`src/rtl/sram_port_arbiter.sv`:
```
// sram_port_arbiter: shares one single-port synchronous SRAM (1-cycle read
// latency) between instruction fetch and load/store. One grant per cycle, MEM
// preferred unless IF has been passed over STARVE_MAX times. The port granted
// last cycle is masked because its request still shows the access completing.
// Responses come back the following cycle as a one-cycle valid pulse. A flush
// cancels both new grants and the response currently in flight.
module sram_port_arbiter #(
    parameter int ADDR_W     = 32,
    parameter int DATA_W     = 32,
    parameter int STARVE_MAX = 4
) (
    input  logic              clk,
    input  logic              reset,
    input  logic              flush,
    input  logic              if_req,
    input  logic [ADDR_W-1:0] if_addr,
    output logic              if_valid,
    output logic [DATA_W-1:0] if_rdata,
    input  logic              mem_req,
    input  logic [3:0]        mem_wen,
    input  logic [ADDR_W-1:0] mem_addr,
    input  logic [DATA_W-1:0] mem_wdata,
    output logic              mem_valid,
    output logic [DATA_W-1:0] mem_rdata,
    output logic              if_stall,
    output logic              mem_stall,
    output logic              sram_en,
    output logic [3:0]        sram_wen,
    output logic [ADDR_W-1:0] sram_addr,
    output logic [DATA_W-1:0] sram_wdata,
    input  logic [DATA_W-1:0] sram_rdata
);

    localparam int SW = (STARVE_MAX < 1) ? 1 : $clog2(STARVE_MAX + 1);
    localparam logic [SW-1:0] STARVE_LIM = SW'(STARVE_MAX);

    typedef enum logic [1:0] {
        OWN_NONE = 2'd0,
        OWN_IF   = 2'd1,
        OWN_MEM  = 2'd2
    } owner_t;

    owner_t            r_owner;
    owner_t            w_owner_nxt;
    logic [SW-1:0]     r_starve;
    logic [SW-1:0]     w_starve_nxt;
    logic              r_mem_rd;
    logic              w_mem_rd_nxt;
    logic [DATA_W-1:0] r_if_hold;
    logic [DATA_W-1:0] r_mem_hold;

    logic w_elig_if;
    logic w_elig_mem;
    logic w_gnt_if;
    logic w_gnt_mem;
    logic w_if_valid;
    logic w_mem_valid;
    logic w_mem_load;

    // Arbitration, SRAM port drive and next-state for owner / starvation count.
    always_comb begin
        w_elig_if    = if_req  & (r_owner != OWN_IF);
        w_elig_mem   = mem_req & (r_owner != OWN_MEM);
        w_gnt_if     = 1'b0;
        w_gnt_mem    = 1'b0;
        w_owner_nxt  = OWN_NONE;
        w_starve_nxt = r_starve;
        w_mem_rd_nxt = r_mem_rd;

        // No grants at all while held in reset or during a flush.
        if (!reset && !flush) begin
            if (w_elig_mem && !(w_elig_if && (r_starve == STARVE_LIM))) begin
                w_gnt_mem = 1'b1;
            end else if (w_elig_if) begin
                w_gnt_if = 1'b1;
            end
        end

        if (w_gnt_mem) begin
            w_owner_nxt  = OWN_MEM;
            w_mem_rd_nxt = (mem_wen == 4'b0000);
        end else if (w_gnt_if) begin
            w_owner_nxt = OWN_IF;
        end

        // Count MEM wins that passed over a waiting fetch; saturate at the limit.
        if (w_gnt_if || !if_req) begin
            w_starve_nxt = '0;
        end else if (w_gnt_mem && w_elig_if && (r_starve != STARVE_LIM)) begin
            w_starve_nxt = r_starve + SW'(1);
        end

        sram_en    = w_gnt_if | w_gnt_mem;
        sram_wen   = w_gnt_mem ? mem_wen : 4'b0000;
        sram_addr  = w_gnt_mem ? mem_addr : if_addr;
        sram_wdata = w_gnt_mem ? mem_wdata : '0;
    end

    // Response side: valid the cycle after a grant unless flushed; rdata
    // shows the SRAM word on a valid read, otherwise the last captured word.
    always_comb begin
        w_if_valid  = (r_owner == OWN_IF)  & ~flush;
        w_mem_valid = (r_owner == OWN_MEM) & ~flush;
        w_mem_load  = w_mem_valid & r_mem_rd;

        if_valid  = w_if_valid;
        mem_valid = w_mem_valid;
        if_rdata  = w_if_valid ? sram_rdata : r_if_hold;
        mem_rdata = w_mem_load ? sram_rdata : r_mem_hold;
        if_stall  = if_req  & ~w_if_valid;
        mem_stall = mem_req & ~w_mem_valid;
    end

    // Owner / starvation / read-flag state register.
    always_ff @(posedge clk or posedge reset) begin
        if (reset) begin
            r_owner  <= OWN_NONE;
            r_starve <= '0;
            r_mem_rd <= 1'b0;
        end else begin
            r_owner  <= w_owner_nxt;
            r_starve <= w_starve_nxt;
            r_mem_rd <= w_mem_rd_nxt;
        end
    end

    // Capture returned words so rdata holds between responses; stores leave
    // the MEM hold untouched.
    always_ff @(posedge clk or posedge reset) begin
        if (reset) begin
            r_if_hold  <= '0;
            r_mem_hold <= '0;
        end else begin
            if (w_if_valid) begin
                r_if_hold <= sram_rdata;
            end
            if (w_mem_load) begin
                r_mem_hold <= sram_rdata;
            end
        end
    end

endmodule
```
`config.mk`:
```
export PLATFORM = sky130hd
export DESIGN_NAME = sram_port_arbiter
export DESIGN_NICKNAME = d
export VERILOG_FILES = /design/src/rtl/sram_port_arbiter.sv
export SDC_FILE = /design/constraint.sdc
export NUM_CORES = 1
export LEC_CHECK = 0
export CAP_MARGIN = 30
export CELL_PAD_IN_SITES_DETAIL_PLACEMENT = 1
export CELL_PAD_IN_SITES_GLOBAL_PLACEMENT = 1
export CORE_ASPECT_RATIO = 1.2
export CORE_MARGIN = 1.5
export CORE_UTILIZATION = 26
export DETAILED_ROUTE_END_ITERATION = 6
export GPL_ROUTABILITY_DRIVEN = 0
export PLACE_DENSITY_LB_ADDON = 0.25
export SYNTH_ARGS = -nofsm -noshare
export SYNTH_HDL_FRONTEND = slang
export SYNTH_SLANG_ARGS = --single-unit
```
`constraint.sdc`:
```
create_clock -name clk -period 3.8 [get_ports clk]
set_clock_uncertainty 0.2 [all_clocks]
set_input_delay 0.76 -clock clk [delete_from_list [all_inputs] [get_ports clk]]
set_output_delay 0.76 -clock clk [all_outputs]
set_load 0.02 [all_outputs]
```
# [After elaboration in Yosys (flattened, before gate mapping)]
# Cells that the tools add are included.
[op_classes] n_addsub=1 n_mul=0 div=0 order_cmp=0 eq_ne=6 n_shift=0 n_mux=14 bitwise=11 n_reduce_logical=12
[op_table] cell="2-to-1 mux 32 bit" count=4
[op_table] cell="AND 1 bit" count=7
[op_table] cell="2-to-1 mux 1 bit" count=6
[op_table] cell="2-to-1 mux 3 bit" count=2
[op_table] cell="logical AND 1 bit" count=5
[op_table] cell="zero test 1 bit" count=4
[op_table] cell="zero test 4 bit" count=1
[op_table] cell="2-to-1 mux 4 bit" count=1
[op_table] cell="adder 3 x 1 -> 3 bit (second input constant)" count=1
[op_table] cell="equality test 3 bit (second input constant)" count=1
[op_table] cell="inequality test 3 bit (second input constant)" count=1
[op_table] cell="NOT 1 bit" count=3
[op_table] cell="equality test 2 x 1 -> 1 bit (second input constant)" count=1
[op_table] cell="equality test 2 bit (second input constant)" count=1
[op_table] cell="2-to-1 mux 2 bit" count=1
[op_table] cell="inequality test 2 x 1 -> 1 bit (second input constant)" count=1
[op_table] cell="inequality test 2 bit (second input constant)" count=1
[op_table] cell="nonzero test 2 bit" count=1
[op_table] cell="logical OR 1 bit" count=1
[op_table] cell="bitwise OR 1 bit" count=1
[totals] register_bits=70 latch_bits=0 ram_bits=0 mem_bits_ro=0 input_bits=137 output_inout_bits=137 word_cells=49 mem_count=0

# [Longest topological paths before layout]
[depth] word_depth=11 mapped_depth=6 mapped_depth_nobuf=6

# [Worst setup path before layout]
# No wires, ideal clock.
[synth_path] path_type="input to output" from="input port flush" to="output port mem_rdata[7]" arrival_time_ps=2022 t_required_ps=2840 setup_slack_ps=818 cell_stages=5 path_buffers=2 cell_sequence="nor2_1 and2_1 clkbuf_2 buf_4 mux2_1"
[synth_via] elab_chain_len=4
[synth_lines] item="start: declaration" line_no="14" text="input logic flush,"
[synth_lines] item="NOT 1 bit" line_no="103" text="w_mem_valid = (r_owner == OWN_MEM) & ~flush;"
[synth_lines] item="AND 1 bit" line_no="103"
[synth_lines] item="AND 1 bit" line_no="104" text="w_mem_load = w_mem_valid & r_mem_rd;"
[synth_lines] item="2-to-1 mux 32 bit"
[synth_lines] item="end: declaration" line_no="24" text="output logic [DATA_W-1:0] mem_rdata,"
# Every way passes these cells.

# [Worst setup path in the final report]
[layout_path] from="input port mem_req" to="output port sram_addr[2]"
[layout_via] elab_chain_len=5
[layout_lines] item="start: declaration" line_no="19" text="input logic mem_req,"
[layout_lines] item="AND 1 bit" line_no="63" text="w_elig_mem = mem_req & (r_owner != OWN_MEM);"
[layout_lines] item="logical AND 1 bit" line_no="72" text="if (w_elig_mem && !(w_elig_if && (r_starve == STARVE_LIM))) begin"
[layout_lines] item="2-to-1 mux 1 bit" line_no="72"
[layout_lines] item="2-to-1 mux 1 bit" line_no="71" text="if (!reset && !flush) begin"
[layout_lines] item="2-to-1 mux 32 bit" line_no="95" text="sram_addr = w_gnt_mem ? mem_addr : if_addr;"
[layout_lines] item="end: declaration" line_no="29" text="output logic [ADDR_W-1:0] sram_addr,"
# Every way passes these cells.

==> impl_metrics.ini <==
[clock_tree]
clkLatencyLatePin_ps = 320
cts_max_level = 3
cts_tree = done
ctsHoldBuffers = 0
cts_sinks = 70
cts-root-buf = clkbuf_16
clk_path_buf_depth = 2
cts_inserted_buffers = 9
clkSlewWorstSetupHoldPaths_ps = 50

[sta]
finalSetupViolCount = 0
max_freq_mhz = 277
finalCritPeriodShare_pct = 95.1
relSlewSlack_pct = 52.8
worstMarginPinSlew_ps = 707
finalHoldViolCount = 0
fin_ws_ps = 188
finalCriticalPeriod_ps = 3610
drv_slew = 0
rsz0062_at_grt = no

[floorplan]
rows = 45
design.core.area_sq_mm = 0.0127
ios = 274
die_area_sq_mm = 0.0138
die_h_um = 128
initial_core_util_pct = 26.7
fp.dieW_um = 107

[synth]
synthFlopType = dfrtp_1
synth_top_family_by_area = multiplexers
synth_xor_area_share_pct = 0
avgSynthCellArea_sq_um = 13.7
synth_area_sq_mm = 0.00340
ys_seq_area_share_pct = 51.5
synth_compound_area_share_pct = 1.47
synth.area.mux_share_pct = 32.5
async_flop_share_pct = 100
yosysWarnings = 0
synth.ff_latch_count = 70
synth_fp_nets = 388
synth_adder_area_share_pct = 0.736
netlist_instances = 249
yosys.area_share.simple_pct = 10.1
synth-edff-count = 0
yosysUniqueCellTypes = 24

[pwr]
power_mw = 2.67
p_per_area_mw_per_mm2 = 399
p_leak_nw = 3.19
ir_drop_uv = 242

[final_layout]
area_delta_synth_final_pct = 97.0
drive_above_1_share_pct = 25.0
antenna_cells = 0
finish.net_count = 671

[route]
dr.pass1.iters = 4
top_layer = met4
avgViaCountPerCell = 4.44
wl_met3_mm = 1.45
met1_length_mm = 4.89
routed-wl-met2_mm = 7.12
drt_iter0_drc = 69
vias = 3110
wire_per_inst_um = 19.4
postRouteAntennaNets = 0
drc_errors = 0
wirelength_mm = 13.6

[worst_setup_path]
end_kind = output port
cp.arrival_ps = 2650
required_ps = 2840
crit_type = in2out
critPathLaunchType = primary input
cp_max_fo = 14

[global_route]
grt_pass1_vias = 3519
track_usage_pct = 19.6
antenna_found_initial = 0
overflow = 0
grt_max_degree = 41
grt_first_pass_wirelength_mm = 20.0

[min_path]
hold_class = reg2reg

[place]
hpwlAfterDp_mm = 10.9
post-place-ws_ps = -167
port_buffers = 273

[outcome]
run_status = completed

[job]
maxCapViolations = 0
==> final cells by class <==
type,count,area [sq um]
Timing Repair Buffer,287,2880
Fill cell,1374,6030
Clock buffer,10,229
Sequential cell,70,1750
Tap cell,164,205
Clock inverter,6,86.3
Inverter,4,15.0
Multi-Input combinational cell,160,1530
==> kinds of logic (layout without fill, tap and decap cells) <==
group | count (synthesis) | count (layout)
adders and majority gates | 2 | 2
and+or+nand+nor | 56 | 56
muxes | 98 | 98
DFF | 70 | 70
buffers and inverters | 19 | 307
AOI/OAI and AO/OA | 4 | 4
==> synthesized netlist by cell type, types with 3 or more instances <==
master / instances / area share, %
inv_1: 4 / 0.44
dfrtp_1: 70 / 52
buf_6: 4 / 1.3
nor2b_1: 3 / 0.55
mux2_2: 95 / 31
buf_4: 6 / 1.3
and2_1: 37 / 6.8
mux2_1: 3 / 0.99
clkbuf_1: 3 / 0.33
nand3_1: 4 / 0.59
==> critical path, cell delays in order <==
cell             delay [ps]
clkdlybuf4s50_1         480
nand3_1                 110
a41oi_4                 230
buf_6                   180
mux2_2                  340
clkdlybuf4s50_1         540
==> registers in the layout (all words and copies together) (netlist names) <==
signal and cells:
r_owner 2, r_starve 3, r_mem_hold 32, r_if_hold 32
r_mem_rd 1
==> routing by layer <==
layer	track usage (%)	vias to the layer above
met2	34.9	170
met1	21.1	1503
met5	0	-
met4	4.80	0
met3	8.64	8
li1	-	1429
==> where the power goes <==
part / internal (mW) / leakage, nW / switching [mW]
clock: 0.573 / 0.152 / 0.299
combinational: 0.484 / 2.13 / 0.416
sequential: 0.867 / 0.907 / 0.0314
total: 1.92 / 3.19 / 0.747
==> cells in the final DEF, fill, tap and decap left out, types with 2 or more instances in the layout <==
cell type / netlist / routed
nor3_1: 2 / 2
mux2_1: 3 / 3
dfrtp_1: 70 / 70
nand2b_1: 2 / 2
buf_4: 6 / 8
nor2_2: 1 / 2
ha_1: 2 / 2
nand3_1: 4 / 4
inv_1: 4 / 3
mux2_2: 95 / 95
nor2b_1: 3 / 3
dlygate4sd2_1: 0 / 71
bufinv_16: 0 / 2
and2_1: 37 / 36
clkbuf_16: 0 / 9
buf_12: 0 / 4
bufbuf_16: 0 / 2
clkinv_2: 0 / 2
clkdlybuf4s15_1: 0 / 3
nand4_1: 2 / 2
dlymetal6s2s_1: 0 / 11
a31o_2: 2 / 2
clkdlybuf4s50_1: 0 / 187
==> stage by stage <==
| stage | hold slack, ps | instances | instance area (sq um) | TNS, ps | utilization (%) |
|---|---|---|---|---|---|
| after detailed placement | 280 | 682 | 6360 | -6120 | 50.0 |
| after global routing | 305 | 701 | 6700 | 0 | 52.6 |
| after global placement | 272 | 682 | 6360 | -4590 | 50.0 |
| final | 290 | 701 | 6700 | 0 | 52.6 |
| after floorplan | 272 | 249 | 3400 | 0 | - |
| after CTS | 297 | 700 | 6650 | -594 | 52.3 |
==> worst paths after layout <==
path | startpoint | to | slack [ps] | cells past startpoint
min in group asynchronous | reset | r_if_hold[27] | 450 | 2
min reg2reg | r_mem_hold[12] | r_mem_hold[12] | 290 | 1
max | mem_req | sram_addr[2] | 190 | 6
min | r_mem_hold[12] | r_mem_hold[12] | 290 | 1
max reg2reg | r_owner[1] | r_mem_rd | 1650 | 6
max in group asynchronous | reset | r_if_hold[14] | 2300 | 3
==> timing repair <==
item                       CTS  global route
buffers inserted             0             1
setup endpoints to repair   70            45
gates cloned                 2             0
resized for setup           75            17
No activity file was read; power rests on OpenSTA's default activity.
